`src/rtl/udp_ip_encoder_if.sv`:
```
// udp_ip_encoder_if: header fields, payload source handshake and packet
// output of the UDP/IPv4 encoder. The master side drives the datagram
// request and payload; the slave side is the encoder.
// Optional macro UDP_CHECKSUM_EN adds the payload_sum input.
interface udp_ip_encoder_if;
    // Datagram request and header fields
    logic        start;
    logic [15:0] len_data;
    logic [31:0] src_ip;
    logic [31:0] dest_ip;
    logic [15:0] src_port;
    logic [15:0] dest_port;
    logic [15:0] identification;
    logic [7:0]  type_of_ser;
    logic [7:0]  time_to_live;
`ifdef UDP_CHECKSUM_EN
    logic [15:0] payload_sum;
`endif
    // Payload source (first-word-fall-through)
    logic [31:0] data_in;
    logic        empty;
    logic        rd_en;
    // Packet output and status
    logic [31:0] data_out;
    logic        wr_en;
    logic        busy;
    logic        fin;
    logic        err;

    modport master (
        output start, len_data, src_ip, dest_ip, src_port, dest_port,
               identification, type_of_ser, time_to_live, data_in, empty,
        input  rd_en, data_out, wr_en, busy, fin, err
`ifdef UDP_CHECKSUM_EN
        , output payload_sum
`endif
    );

    modport slave (
        input  start, len_data, src_ip, dest_ip, src_port, dest_port,
               identification, type_of_ser, time_to_live, data_in, empty,
        output rd_en, data_out, wr_en, busy, fin, err
`ifdef UDP_CHECKSUM_EN
        , input payload_sum
`endif
    );
endinterface

```
`src/rtl/udp_ip_encoder.sv`:
```
// udp_ip_encoder: builds an IPv4 + UDP header (7 words) followed by the
// payload words pulled from a FWFT source, one 32-bit word per cycle.
// Optional macro UDP_CHECKSUM_EN computes the UDP checksum from the
// pseudo-header, UDP header and a caller-supplied payload_sum; without it
// the UDP checksum field is sent as zero.
module udp_ip_encoder (
    input  logic               clk,
    input  logic               reset,
    udp_ip_encoder_if.slave    bus
);
    typedef enum logic [2:0] {IDLE, CSUM, HDR, DATA, DONE} state_t;

    // Largest payload that still fits in a 65535-byte IP datagram.
    localparam logic [15:0] MAX_LEN = 16'd65507;

    state_t      state_q;
    logic [15:0] len_q;
    logic [31:0] src_ip_q;
    logic [31:0] dest_ip_q;
    logic [15:0] src_port_q;
    logic [15:0] dest_port_q;
    logic [15:0] id_q;
    logic [7:0]  tos_q;
    logic [7:0]  ttl_q;
`ifdef UDP_CHECKSUM_EN
    logic [15:0] psum_q;
`endif
    logic [15:0] ip_csum_q;
    logic [15:0] udp_csum_q;
    logic [2:0]  hdr_cnt_q;
    logic [15:0] words_left_q;
    logic [31:0] data_out_q;
    logic        wr_en_q;
    logic        rd_en_q;
    logic        busy_q;
    logic        fin_q;
    logic        err_q;

    logic [15:0] total_len;
    logic [15:0] udp_len;
    logic [19:0] ip_sum;
    logic [15:0] ip_csum_d;
    logic [15:0] udp_csum_d;
    logic [31:0] hdr_word_d;
    logic [31:0] lane_mask;

    // Zero-extend a halfword so ten of them can be summed without overflow.
    function automatic logic [19:0] ext(input logic [15:0] h);
        return {4'h0, h};
    endfunction

    // End-around carry fold; two passes always leave a 16-bit value.
    function automatic logic [15:0] fold(input logic [19:0] s);
        logic [16:0] t;
        t = {1'b0, s[15:0]} + {13'h0, s[19:16]};
        return t[15:0] + {15'h0, t[16]};
    endfunction

    // Header arithmetic, header word selection and last-word byte masking
    always_comb begin
        // NOTE: every combinational output gets a default first so no path leaves it unassigned (no latch).
        total_len  = len_q + 16'd28;
        udp_len    = len_q + 16'd8;
        ip_sum     = ext({4'h4, 4'h5, tos_q}) + ext(total_len) + ext(id_q)
                   + ext(16'h4000) + ext({ttl_q, 8'h11})
                   + ext(src_ip_q[31:16]) + ext(src_ip_q[15:0])
                   + ext(dest_ip_q[31:16]) + ext(dest_ip_q[15:0]);
        ip_csum_d  = ~fold(ip_sum);
        udp_csum_d = 16'h0000;
`ifdef UDP_CHECKSUM_EN
        udp_csum_d = ~fold(ext(src_ip_q[31:16]) + ext(src_ip_q[15:0])
                         + ext(dest_ip_q[31:16]) + ext(dest_ip_q[15:0])
                         + ext(16'h0011) + ext(udp_len)
                         + ext(src_port_q) + ext(dest_port_q)
                         + ext(udp_len) + ext(psum_q));
        if (udp_csum_d == 16'h0000)
            udp_csum_d = 16'hFFFF;
`endif
        case (hdr_cnt_q)
            3'd1:    hdr_word_d = {id_q, 3'b010, 13'd0};
            3'd2:    hdr_word_d = {ttl_q, 8'h11, ip_csum_q};
            3'd3:    hdr_word_d = src_ip_q;
            3'd4:    hdr_word_d = dest_ip_q;
            3'd5:    hdr_word_d = {src_port_q, dest_port_q};
            3'd6:    hdr_word_d = {udp_len, udp_csum_q};
            default: hdr_word_d = {4'h4, 4'h5, tos_q, total_len};
        endcase
        lane_mask = 32'hFFFF_FFFF;
        if (words_left_q == 16'd1) begin
            case (len_q[1:0])
                2'd1:    lane_mask = 32'hFF00_0000;
                2'd2:    lane_mask = 32'hFFFF_0000;
                2'd3:    lane_mask = 32'hFFFF_FF00;
                default: lane_mask = 32'hFFFF_FFFF;
            endcase
        end
    end

    // Packet sequencer; all outputs are registered here. Outputs become
    // visible one cycle after the state that produces them.
    always_ff @(posedge clk) begin
        if (reset) begin
            // NOTE: sequential state uses non-blocking assignments only, so every register samples pre-edge values.
            state_q      <= IDLE;
            len_q        <= '0;
            src_ip_q     <= '0;
            dest_ip_q    <= '0;
            src_port_q   <= '0;
            dest_port_q  <= '0;
            id_q         <= '0;
            tos_q        <= '0;
            ttl_q        <= '0;
`ifdef UDP_CHECKSUM_EN
            psum_q       <= '0;
`endif
            ip_csum_q    <= '0;
            udp_csum_q   <= '0;
            hdr_cnt_q    <= '0;
            words_left_q <= '0;
            data_out_q   <= '0;
            wr_en_q      <= 1'b0;
            rd_en_q      <= 1'b0;
            busy_q       <= 1'b0;
            fin_q        <= 1'b0;
            err_q        <= 1'b0;
        end else begin
            wr_en_q <= 1'b0;
            rd_en_q <= 1'b0;
            fin_q   <= 1'b0;
            err_q   <= 1'b0;
            case (state_q)
                IDLE: begin
                    busy_q <= 1'b0;
                    // busy_q is still high in the cycle fin is shown; a start
                    // seen then belongs to the finished packet and is dropped.
                    if (bus.start && !busy_q) begin
                        if (bus.len_data > MAX_LEN) begin
                            err_q <= 1'b1;
                        end else begin
                            len_q        <= bus.len_data;
                            src_ip_q     <= bus.src_ip;
                            dest_ip_q    <= bus.dest_ip;
                            src_port_q   <= bus.src_port;
                            dest_port_q  <= bus.dest_port;
                            id_q         <= bus.identification;
                            tos_q        <= bus.type_of_ser;
                            ttl_q        <= bus.time_to_live;
`ifdef UDP_CHECKSUM_EN
                            psum_q       <= bus.payload_sum;
`endif
                            words_left_q <= {2'b00, bus.len_data[15:2]}
                                          + {15'h0, |bus.len_data[1:0]};
                            busy_q       <= 1'b1;
                            state_q      <= CSUM;
                        end
                    end
                end
                CSUM: begin
                    ip_csum_q  <= ip_csum_d;
                    udp_csum_q <= udp_csum_d;
                    data_out_q <= hdr_word_d;
                    wr_en_q    <= 1'b1;
                    hdr_cnt_q  <= 3'd1;
                    state_q    <= HDR;
                end
                HDR: begin
                    data_out_q <= hdr_word_d;
                    wr_en_q    <= 1'b1;
                    hdr_cnt_q  <= hdr_cnt_q + 3'd1;
                    if (hdr_cnt_q == 3'd6)
                        state_q <= (words_left_q == 16'd0) ? DONE : DATA;
                end
                DATA: begin
                    if (!bus.empty) begin
                        data_out_q   <= bus.data_in & lane_mask;
                        wr_en_q      <= 1'b1;
                        rd_en_q      <= 1'b1;
                        words_left_q <= words_left_q - 16'd1;
                        if (words_left_q == 16'd1)
                            state_q <= DONE;
                    end
                end
                DONE: begin
                    fin_q   <= 1'b1;
                    state_q <= IDLE;
                end
                default: state_q <= IDLE;
            endcase
        end
    end

    assign bus.data_out = data_out_q;
    assign bus.wr_en    = wr_en_q;
    assign bus.rd_en    = rd_en_q;
    assign bus.busy     = busy_q;
    assign bus.fin      = fin_q;
    assign bus.err      = err_q;
endmodule

```
`src/flat_wrapper.sv`:
```
// flat-port wrapper written by rule: the top's interface ports become plain ports
module udp_ip_encoder_flat 
  (clk, reset, bus_start, bus_len_data, bus_src_ip, bus_dest_ip, bus_src_port, bus_dest_port, bus_identification, bus_type_of_ser, bus_time_to_live, bus_data_in, bus_empty, bus_rd_en, bus_data_out, bus_wr_en, bus_busy, bus_fin, bus_err);
  udp_ip_encoder_if bus_i ();
  input  logic clk;
  input  logic reset;
  input wire logic [$bits(bus_i.start)-1:0] bus_start;
  input wire logic [$bits(bus_i.len_data)-1:0] bus_len_data;
  input wire logic [$bits(bus_i.src_ip)-1:0] bus_src_ip;
  input wire logic [$bits(bus_i.dest_ip)-1:0] bus_dest_ip;
  input wire logic [$bits(bus_i.src_port)-1:0] bus_src_port;
  input wire logic [$bits(bus_i.dest_port)-1:0] bus_dest_port;
  input wire logic [$bits(bus_i.identification)-1:0] bus_identification;
  input wire logic [$bits(bus_i.type_of_ser)-1:0] bus_type_of_ser;
  input wire logic [$bits(bus_i.time_to_live)-1:0] bus_time_to_live;
  input wire logic [$bits(bus_i.data_in)-1:0] bus_data_in;
  input wire logic [$bits(bus_i.empty)-1:0] bus_empty;
  output wire logic [$bits(bus_i.rd_en)-1:0] bus_rd_en;
  output wire logic [$bits(bus_i.data_out)-1:0] bus_data_out;
  output wire logic [$bits(bus_i.wr_en)-1:0] bus_wr_en;
  output wire logic [$bits(bus_i.busy)-1:0] bus_busy;
  output wire logic [$bits(bus_i.fin)-1:0] bus_fin;
  output wire logic [$bits(bus_i.err)-1:0] bus_err;
  assign bus_i.start = bus_start;
  assign bus_i.len_data = bus_len_data;
  assign bus_i.src_ip = bus_src_ip;
  assign bus_i.dest_ip = bus_dest_ip;
  assign bus_i.src_port = bus_src_port;
  assign bus_i.dest_port = bus_dest_port;
  assign bus_i.identification = bus_identification;
  assign bus_i.type_of_ser = bus_type_of_ser;
  assign bus_i.time_to_live = bus_time_to_live;
  assign bus_i.data_in = bus_data_in;
  assign bus_i.empty = bus_empty;
  assign bus_rd_en = bus_i.rd_en;
  assign bus_data_out = bus_i.data_out;
  assign bus_wr_en = bus_i.wr_en;
  assign bus_busy = bus_i.busy;
  assign bus_fin = bus_i.fin;
  assign bus_err = bus_i.err;
  udp_ip_encoder u_core (.clk(clk), .reset(reset), .bus(bus_i));
endmodule
```
`config.mk`:
```
export PLATFORM = sky130hd
export DESIGN_NAME = udp_ip_encoder_flat
export DESIGN_NICKNAME = d
export VERILOG_FILES = /design/src/rtl/udp_ip_encoder_if.sv /design/src/rtl/udp_ip_encoder.sv /design/src/flat_wrapper.sv
export SDC_FILE = /design/constraint.sdc
export NUM_CORES = 1
export LEC_CHECK = 0
export CORE_ASPECT_RATIO = 2
export CORE_MARGIN = 5
export CORE_UTILIZATION = 50
export DETAILED_ROUTE_END_ITERATION = 10
export PLACE_DENSITY = 0.83
export RECOVER_POWER = 25
export SLEW_MARGIN = 20
export SYNTH_ARGS = -nofsm -noshare
export SYNTH_HDL_FRONTEND = slang
export SYNTH_SLANG_ARGS = --single-unit
export TNS_END_PERCENT = 10
```
`constraint.sdc`:
```
create_clock -name clk -period 9 [get_ports clk]
set_input_delay 1.8 -clock clk [delete_from_list [all_inputs] [get_ports clk]]
set_output_delay 1.8 -clock clk [all_outputs]
set_load 0.05 [all_outputs]
```
* Yosys cells after proc, flatten, opt, wreduce, memory -nomap -nowiden *
Cells that the tools add are included.

cells by class
  add/sub/neg operators = 15
  $lt $le $gt $ge = 1
  multiplexer cells = 23
  reductions and logical operators = 15
  equality and inequality tests = 19
  bitwise gates (word level) = 6

operators with widths
  cell                    count
  $pmux 32 s6             1
  $add 20x16->20          6
  $pmux 24 s3             1
  $mux 32                 2
  $pmux 32 s2             1
  $mux 16                 3
  $and 32x32->32          1
  $pmux 16 s2             1
  $add 20x15->20 const B  1
  $mux 3                  6
  $add 15x16->17          1
  $add 16x4->17           1
  $add 16x1->16           1
  $add 16x4->16 const B   1
  $add 16x5->16 const B   1
  $eq 16x1->1 const B     1
  $gt 16x16->1 const B    1
  $logic_not 16->1        1
  $not 16->16             1
  $sub 16x1->16 const B   1
  $add 14x1->15           1
  $eq 3x2->1 const B      4
  $eq 3x3->1 const B      4
  $pmux 3 s4              1
  20 further kinds        36

storage, ports and cells
  logic and storage cells = 97
  input port bits = 180
  bits in registers = 219
  output and inout port bits = 37

* Logic depth before layout (Yosys ltp) *
Gate-level depths: netlist of run 1.

  depth after elaboration = 12
  depth in mapped cells = 45
  gate-level depth less buffers = 44

* Least setup slack after synthesis of run 1 *
No wires, ideal clock.

  kind = reg-to-reg
  start = register u_core.len_q[4]
  end = register u_core.ip_csum_q[12]
  period minus slack after synthesis = 8.902 ns
  stages on the path, launching flop included = 42
  library setup time = 0.120 ns
  data required time = 8.880 ns
  slack = 0.098 ns
  buffers on the path = 0
  arrival = 8.783 ns
  cells stage by stage = dfxtp_1 inv_1 ha_1 a21boi_0 xnor2_1 ha_1 a21oi_1 nor2b_1 o21ai_0 a21oi_1 xor2_1 fa_1 inv_1 fa_1 fa_1 fa_1 inv_1 ha_1 [... 6 more ...] nand2b_1 xnor2_1 fa_1 nand2b_1 a21oi_1 nand2_1 nor2_1 nand4_1 nor2_1 ha_1 ha_1 nand4_1 nor2_1 and3_1 o21ai_1 o31ai_1 nor4_1 a211o_1

between the ends
  longest elaborated chain between the ends = 12

RTL lines
  item                          line                   RTL
  from (decl)                   udp_ip_encoder.sv:17   logic [15:0] len_q;
  from (signal assigned)        udp_ip_encoder.sv:140  len_q <= bus.len_data;
  $add 16x5->16                 udp_ip_encoder.sv:62   total_len = len_q + 16'd28;
  $add 15x16->17                udp_ip_encoder.sv:64   ip_sum = ext({4'h4, 4'h5, tos_q}) + ext(total_len) + ext(id_q)
  $add 20x16->20                udp_ip_encoder.sv:64
  $add 20x15->20                udp_ip_encoder.sv:65   + ext(16'h4000) + ext({ttl_q, 8'h11})
  $add 20x16->20                udp_ip_encoder.sv:65
  $add 20x16->20 (2 in series)  udp_ip_encoder.sv:66   + ext(src_ip_q[31:16]) + ext(src_ip_q[15:0])
  $add 20x16->20 (2 in series)  udp_ip_encoder.sv:67   + ext(dest_ip_q[31:16]) + ext(dest_ip_q[15:0]);
  $add 16x4->17                 udp_ip_encoder.sv:55   t = {1'b0, s[15:0]} + {13'h0, s[19:16]};
  $add 16x1->16                 udp_ip_encoder.sv:56   return t[15:0] + {15'h0, t[16]};
  $not 16->16                   udp_ip_encoder.sv:68   ip_csum_d = ~fold(ip_sum);
  to (signal assigned)          udp_ip_encoder.sv:159  ip_csum_q <= ip_csum_d;
  to (decl)                     udp_ip_encoder.sv:28   logic [15:0] ip_csum_q;

Every way passes these cells.
A chain may end at the register's enable or synchronous reset.

* Final worst setup path of run 1 *
  start = register u_core.len_q[2]
  end = register u_core.ip_csum_q[12]

The elaborated chain is that of the path after synthesis.

==> results.yml, run 1 <==
die:
  rows: 87
  io_pins: 217
  die_w_um: 128.8
  coreArea_mm2: 0.02808
  initial_core_util_pct: 50.23
  die_h_um: 247.6
  dieArea_mm2: 0.03188
yosys:
  synth_area_mm2: 0.01411
  async_flop_share_pct: 0
  netlist.area_leader.share_pct: 31.08
  synth_edf_count: 0
  syn_area_per_cell_um2: 8.029
  seq_area_frac_synth_pct: 31.08
  synth_area_leaders: "dfxtp_1 31%, fa_1 10%, nand2_1 10%, a21oi_1 7.2%, ha_1 5.9%"
  yosysUniqueCellTypes: 84
  synth_top_area_cell: "dfxtp_1"
  syn-num-nets: 2077
  netlist_instances: 1757
  ys_seq_elements: 219
  synth_flop_cell: "dfxtp_1"
  yosys_warnings: 0
drt:
  drc: 0
  initialDrtViolationCount: 1388
  drt_first_pass_iters: 8
  ant_nets: 0
  post_drt_wl_per_cell_um: 21.89
  drt-total-wl_mm: 50.42
  via_count: 14000
  detail_route.vias_per_cell: 6.080
finish:
  multiInputGateArea_mm2: 0.009104
  regArea_mm2: 0.004390
  drive_gt1_share_pct: 8.839
  nNetsFinal: 2254
  fin_cells: 2303
  postLayoutCellArea_mm2: 0.01759
  nFillCells: 2408
  syn_to_final_growth_pct: 24.67
  layout_common_cells: "374 x nand2_1, 216 x dfxtp_1, 192 x a21oi_1, 185 x clkdlybuf4s50_1, 128 x inv_1"
  layout_commonest_cell: "nand2_1"
global_routing:
  gr-total-overflow: 0
  antenna_found_initial: 1
  gr-usage-met3_pct: 3.446
  track_usage_pct: 30.23
  grt_pass1_vias: 13780
  grt.busiest_layer: "met2"
  grt_max_degree: 129
  met2_usage_pct: 54.84
  gr-usage-met1_pct: 30.36
  grt_pass1_wl_mm: 74.50
clocking:
  cts.clk_slew.worst_paths_ps: 70
  h-tree-depth: 1
  clk_path_buf_depth: 3
  clkSinkCount: 219
  cts_hold_buf: 0
  root_buffer: "clkbuf_16"
  cts-buffers-inserted: 20
  clk_latency_ps: 530
  tritoncts: "done"
critical_path:
  slowest_delay_ps: 550
  arrival_ps: 9300
  worstPathRequired_ps: 9400
  cp_max_fo: 5
  crit_slowest_cell: "fa_1"
  crit_type: "flop to flop"
  cp_common_cell: "inv_1"
  startpoint_type: "flop"
  cp-end-kind: "flop"
placement:
  dpl_cell_area_mm2: 0.01656
  finalWeightedCongestion: 1.025
  place_ws_ps: -284.4
  dp_hpwl_mm: 38.73
  post-place-cells: 2256
  portBuffers: 216
timing:
  finalSetupViolCount: 0
  slew_viol_final: 35
  tns_ps: 0
  relSlewSlack_pct: -20.14
  finalClockSkew_ps: 15.31
  worst_slew_pin_slew_ps: 1802
  max_freq_mhz: 112.4
  final.min_clock_period_ps: 8898
  setup_slack_ps: 102.4
  hold_viol_final: 0
  timing.final.crit_share_pct: 98.86
run_status:
  violations: "max-capacitance violations, max-slew violations"
  outcome: "complete, but fails checks"
flow_run:
  drv_cap: 1
hold_path:
  hold_path.class: "flop to flop"
==> synth_stat cells (7+ instances only) <==
library cell	n
o211ai_1	30
ha_1	67
a21o_1	12
nor2b_1	8
clkbuf_1	92
a22oi_1	33
a222oi_1	19
or3_1	11
nand3_1	29
a211oi_1	12
nand2_1	376
nor3_1	47
a221oi_1	31
o21ai_0	31
fa_1	73
nor2_1	94
a21oi_1	203
buf_2	10
and3_1	7
a22o_1	7
inv_1	130
xnor2_1	49
nand4_1	15
nor4_1	8
xor2_1	27
dfxtp_1	219
nand2b_1	12
==> sequential cells by signal, summed over array words and instances (netlist names), 8 cells and up <==
name and flops:
u_core.bus.data_out 32, u_core.dest_ip_q 32, u_core.src_ip_q 32, u_core.dest_port_q 16, u_core.id_q 16, u_core.ip_csum_q 16, u_core.len_q 16, u_core.src_port_q 16
u_core.words_left_q 16, u_core.tos_q 8, u_core.ttl_q 8
==> layout make-up <==
cell class | count | share of cell area, %
antenna | 1 | 0.01423
clock buffer | 28 | 3.308
clock inverter | 6 | 0.3628
inverter | 130 | 2.774
multi-input combinational | 1300 | 51.76
sequential | 219 | 24.96
tap | 356 | 2.533
timing repair buffer | 263 | 14.28
==> worst max-delay path, delay by kind of cell (launching register included) <==
kind / cells / cell delay, ps
xor gates and xnor gates: 2 / 280
and+or+nand+nor: 11 / 1470
buffers and inverters: 6 / 360
DFF: 1 / 370
adders and majority gates: 11 / 3760
AOI/OAI and AO/OA: 13 / 2550
==> timing repair <==
item / in CTS / in global routing
gates cloned: 0 / 0
resized for setup: 11 / 55
setup endpoints to repair: 7 / 10
setup buffers: 2 / 10
pin swaps: 3 / 40
==> layer usage <==
layer / up-vias / share of wire [%]
li1: 6389 / -
met1: 6614 / 32
met2: 737 / 51
met3: 263 / 6.5
met4: 0 / 11
met5: - / 0
==> through the flow <==
stage | hold WS (ps) | util, %
finish | 450.1 | 62.63
floorplan | 431.6 | -
detailed placement | 447.2 | 58.97
global placement | 438.3 | 58.97
CTS | 456.3 | 61.47
global route | 462.9 | 62.63
==> cell families after synthesis <==
group	after synthesis	share of synthesized area, %
multiplexers	4	0.3015
adder cells (fa/ha/maj)	140	16.30
AND/OR/NAND/NOR	640	19.88
XOR/XNOR	79	5.109
AO/OA/AOI/OAI	437	20.63
buffers and inverters	238	6.705
flip-flops	219	31.08
==> path summary, 6_finish.rpt <==
kind                                               from                      end  slack, ps  cells past startpoint
worst max register to register          u_core.len_q[2]     u_core.ip_csum_q[12]        100                     43
worst max-delay path                    u_core.len_q[2]     u_core.ip_csum_q[12]        100                     43
worst min register to register  u_core.bus.data_out[31]  u_core.bus.data_out[31]        450                      2
worst min-delay path            u_core.bus.data_out[31]  u_core.bus.data_out[31]        450                      2
Power of run 1 is left out: the tool's default activity adds up to more than one toggle a clock period on the data nets, which glitch-free logic cannot reach.
==> run 2: changes to the inputs <==
- REMOVE_ABC_BUFFERS: unset -> 1
==> run 2 against run 1 <==
Net effect:
- the run still ends with max-capacitance violations, max-slew violations left
- sequential cell count is the same
- final cell count grew 0.35%
- maximum frequency grew 2.4%
- non-clock buffer count grew 3
- clock skew shrank 1.3 ps
- wire length shrank 0.18%
- die area is the same
- core utilization grew 0.26 points
- design area grew 0.42%
- critical path type unchanged
- critical endpoint is now u_core.ip_csum_q[14]
==> results.yml, run 2 (synthesized netlist as in run 1, its figures left out) <==
clocking:
  cts-buffers-inserted: 22
  tritoncts: "done"
  clk_latency_ps: 540
  cts_hold_buf: 0
  root_buffer: "clkbuf_16"
  h-tree-depth: 1
  clk_path_buf_depth: 3
  cts.clk_slew.worst_paths_ps: 70
  clkSinkCount: 219
hold_path:
  min_delay_path_depth: 2
  hold_path.class: "flop to flop"
  hold_start: "u_core.bus.data_out[28]"
  min_delay_worst_endpoint: "u_core.bus.data_out[28]"
die:
  initial_core_util_pct: 50.23
  die_w_um: 128.8
  die_h_um: 247.6
  rows: 87
  dieArea_mm2: 0.03188
  io_pins: 217
  coreArea_mm2: 0.02808
critical_path:
  critPathTopFamily: "adder cells"
  startpoint_type: "flop"
  path_buf_inv: 4
  r2r-end: "u_core.ip_csum_q[14]"
  cp_max_fo: 6
  worstReg2RegStart: "u_core.tos_q[0]"
  cp-end-kind: "flop"
  crit_type: "flop to flop"
  reg2reg_setup_slack_ps: 310
  r2r_cells: 42
  slowest_delay_ps: 560
  crit_cells: 42
  worstPathRequired_ps: 9450
  arrival_ps: 9140
  crit_slowest_cell: "fa_1"
global_routing:
  grt_max_degree: 89
  gr-total-overflow: 0
  grt_pass1_wl_mm: 75.53
  track_usage_pct: 30.46
  grt_pass1_vias: 14170
  antenna_found_initial: 1
timing:
  worst_slew_pin_slew_ps: 4431
  finalClockSkew_ps: 14.00
  finalSetupViolCount: 0
  slew_viol_final: 182
  setup_slack_ps: 313.1
  relSlewSlack_pct: -195.4
  tns_ps: 0
  final.min_clock_period_ps: 8687
  max_freq_mhz: 115.1
  timing.final.crit_share_pct: 96.52
  hold_viol_final: 0
run_status:
  violations: "max-capacitance violations, max-slew violations"
  outcome: "complete, but fails checks"
drt:
  ant_nets: 0
  post_drt_wl_per_cell_um: 21.78
  initialDrtViolationCount: 1276
  detail_route.vias_per_cell: 6.065
  via_count: 14020
  drc: 0
  drt-total-wl_mm: 50.33
  drt_first_pass_iters: 9
finish:
  nFillCells: 2388
  syn_to_final_growth_pct: 25.20
  layout_common_cells: "376 x nand2_1, 215 x dfxtp_1, 194 x a21oi_1, 177 x clkdlybuf4s50_1, 127 x inv_1"
  nNetsFinal: 2259
  drive_gt1_share_pct: 8.802
  layout_commonest_cell: "nand2_1"
placement:
  finalWeightedCongestion: 1.001
  place_ws_ps: -147.6
  portBuffers: 216
  dp_hpwl_mm: 37.72
flow_run:
  drv_cap: 3
## run 2: cell count changes in the layout (fill, tap and decap cells not counted), sizes merged
cell           delta
dlygate4sd3       +8
bufinv            +2
clkdlybuf4s50     -8
clkinv            +2
clkbuf            +4
## run 2: worst register-to-register path, delay by kind of cell, from the launching register on
family                   cells  cell delay, ps
flip-flops                   1             330
AO/OA/AOI/OAI               13            2330
AND/OR/NAND/NOR             12            1600
buffers and inverters        4             350
adder cells (fa/ha/maj)     11            3700
XOR/XNOR                     2             270
## run 2: timing repair
action,CTS,global route
gates resized for setup,4,51
pin swaps,1,33
endpoints found under the setup margin,6,12
cloned,0,0
buffers inserted,0,9
## run 2: final cells by class
cell class	count	area, um^2	area share [%]
timing repair buffer	266	2531	14.33
inverter	130	488.0	2.763
sequential	219	4389	24.85
multi-input combinational	1300	9037	51.17
clock buffer	29	638.1	3.613
tap	356	445.4	2.522
clock inverter	10	130.1	0.7368
antenna	1	2.502	0.01417
## run 2: worst max path at each step
stage	slack, ps	end	startpoint
3_3_place_gp	40	u_core.ip_csum_q[12]	u_core.tos_q[0]
3_5_place_dp	-150	u_core.ip_csum_q[12]	u_core.tos_q[0]
5_1_grt	-90	u_core.ip_csum_q[14]	u_core.len_q[3]
4_1_cts	20	u_core.ip_csum_q[14]	u_core.tos_q[0]
2_1_floorplan	100	u_core.ip_csum_q[12]	u_core.len_q[4]
6_report	310	u_core.ip_csum_q[14]	u_core.tos_q[0]
## run 2: routing by layer
metal | vias up | global-route usage, % | share of wire [%]
met3 | 252 | 3.446 | 6.4
met4 | 0 | 23.84 | 9.5
met2 | 715 | 54.77 | 52
met1 | 6654 | 31.40 | 32
met5 | - | 0 | 0
li1 | 6395 | - | -
## run 2: metrics by stage
step / std cells / cell area [um^2] / hold slack, ps / util [%]
final: 2311 / 17660 / 451.4 / 62.89
after global routing: 2311 / 17660 / 465.4 / 62.89
after floorplan: 1649 / 13650 / 425.5 / -
after CTS: 2300 / 17380 / 451.4 / 61.87
after global placement: 2261 / 16600 / 439.4 / 59.10
after detailed placement: 2261 / 16600 / 443.2 / 59.10
Power of run 2 is left out for the same reason.
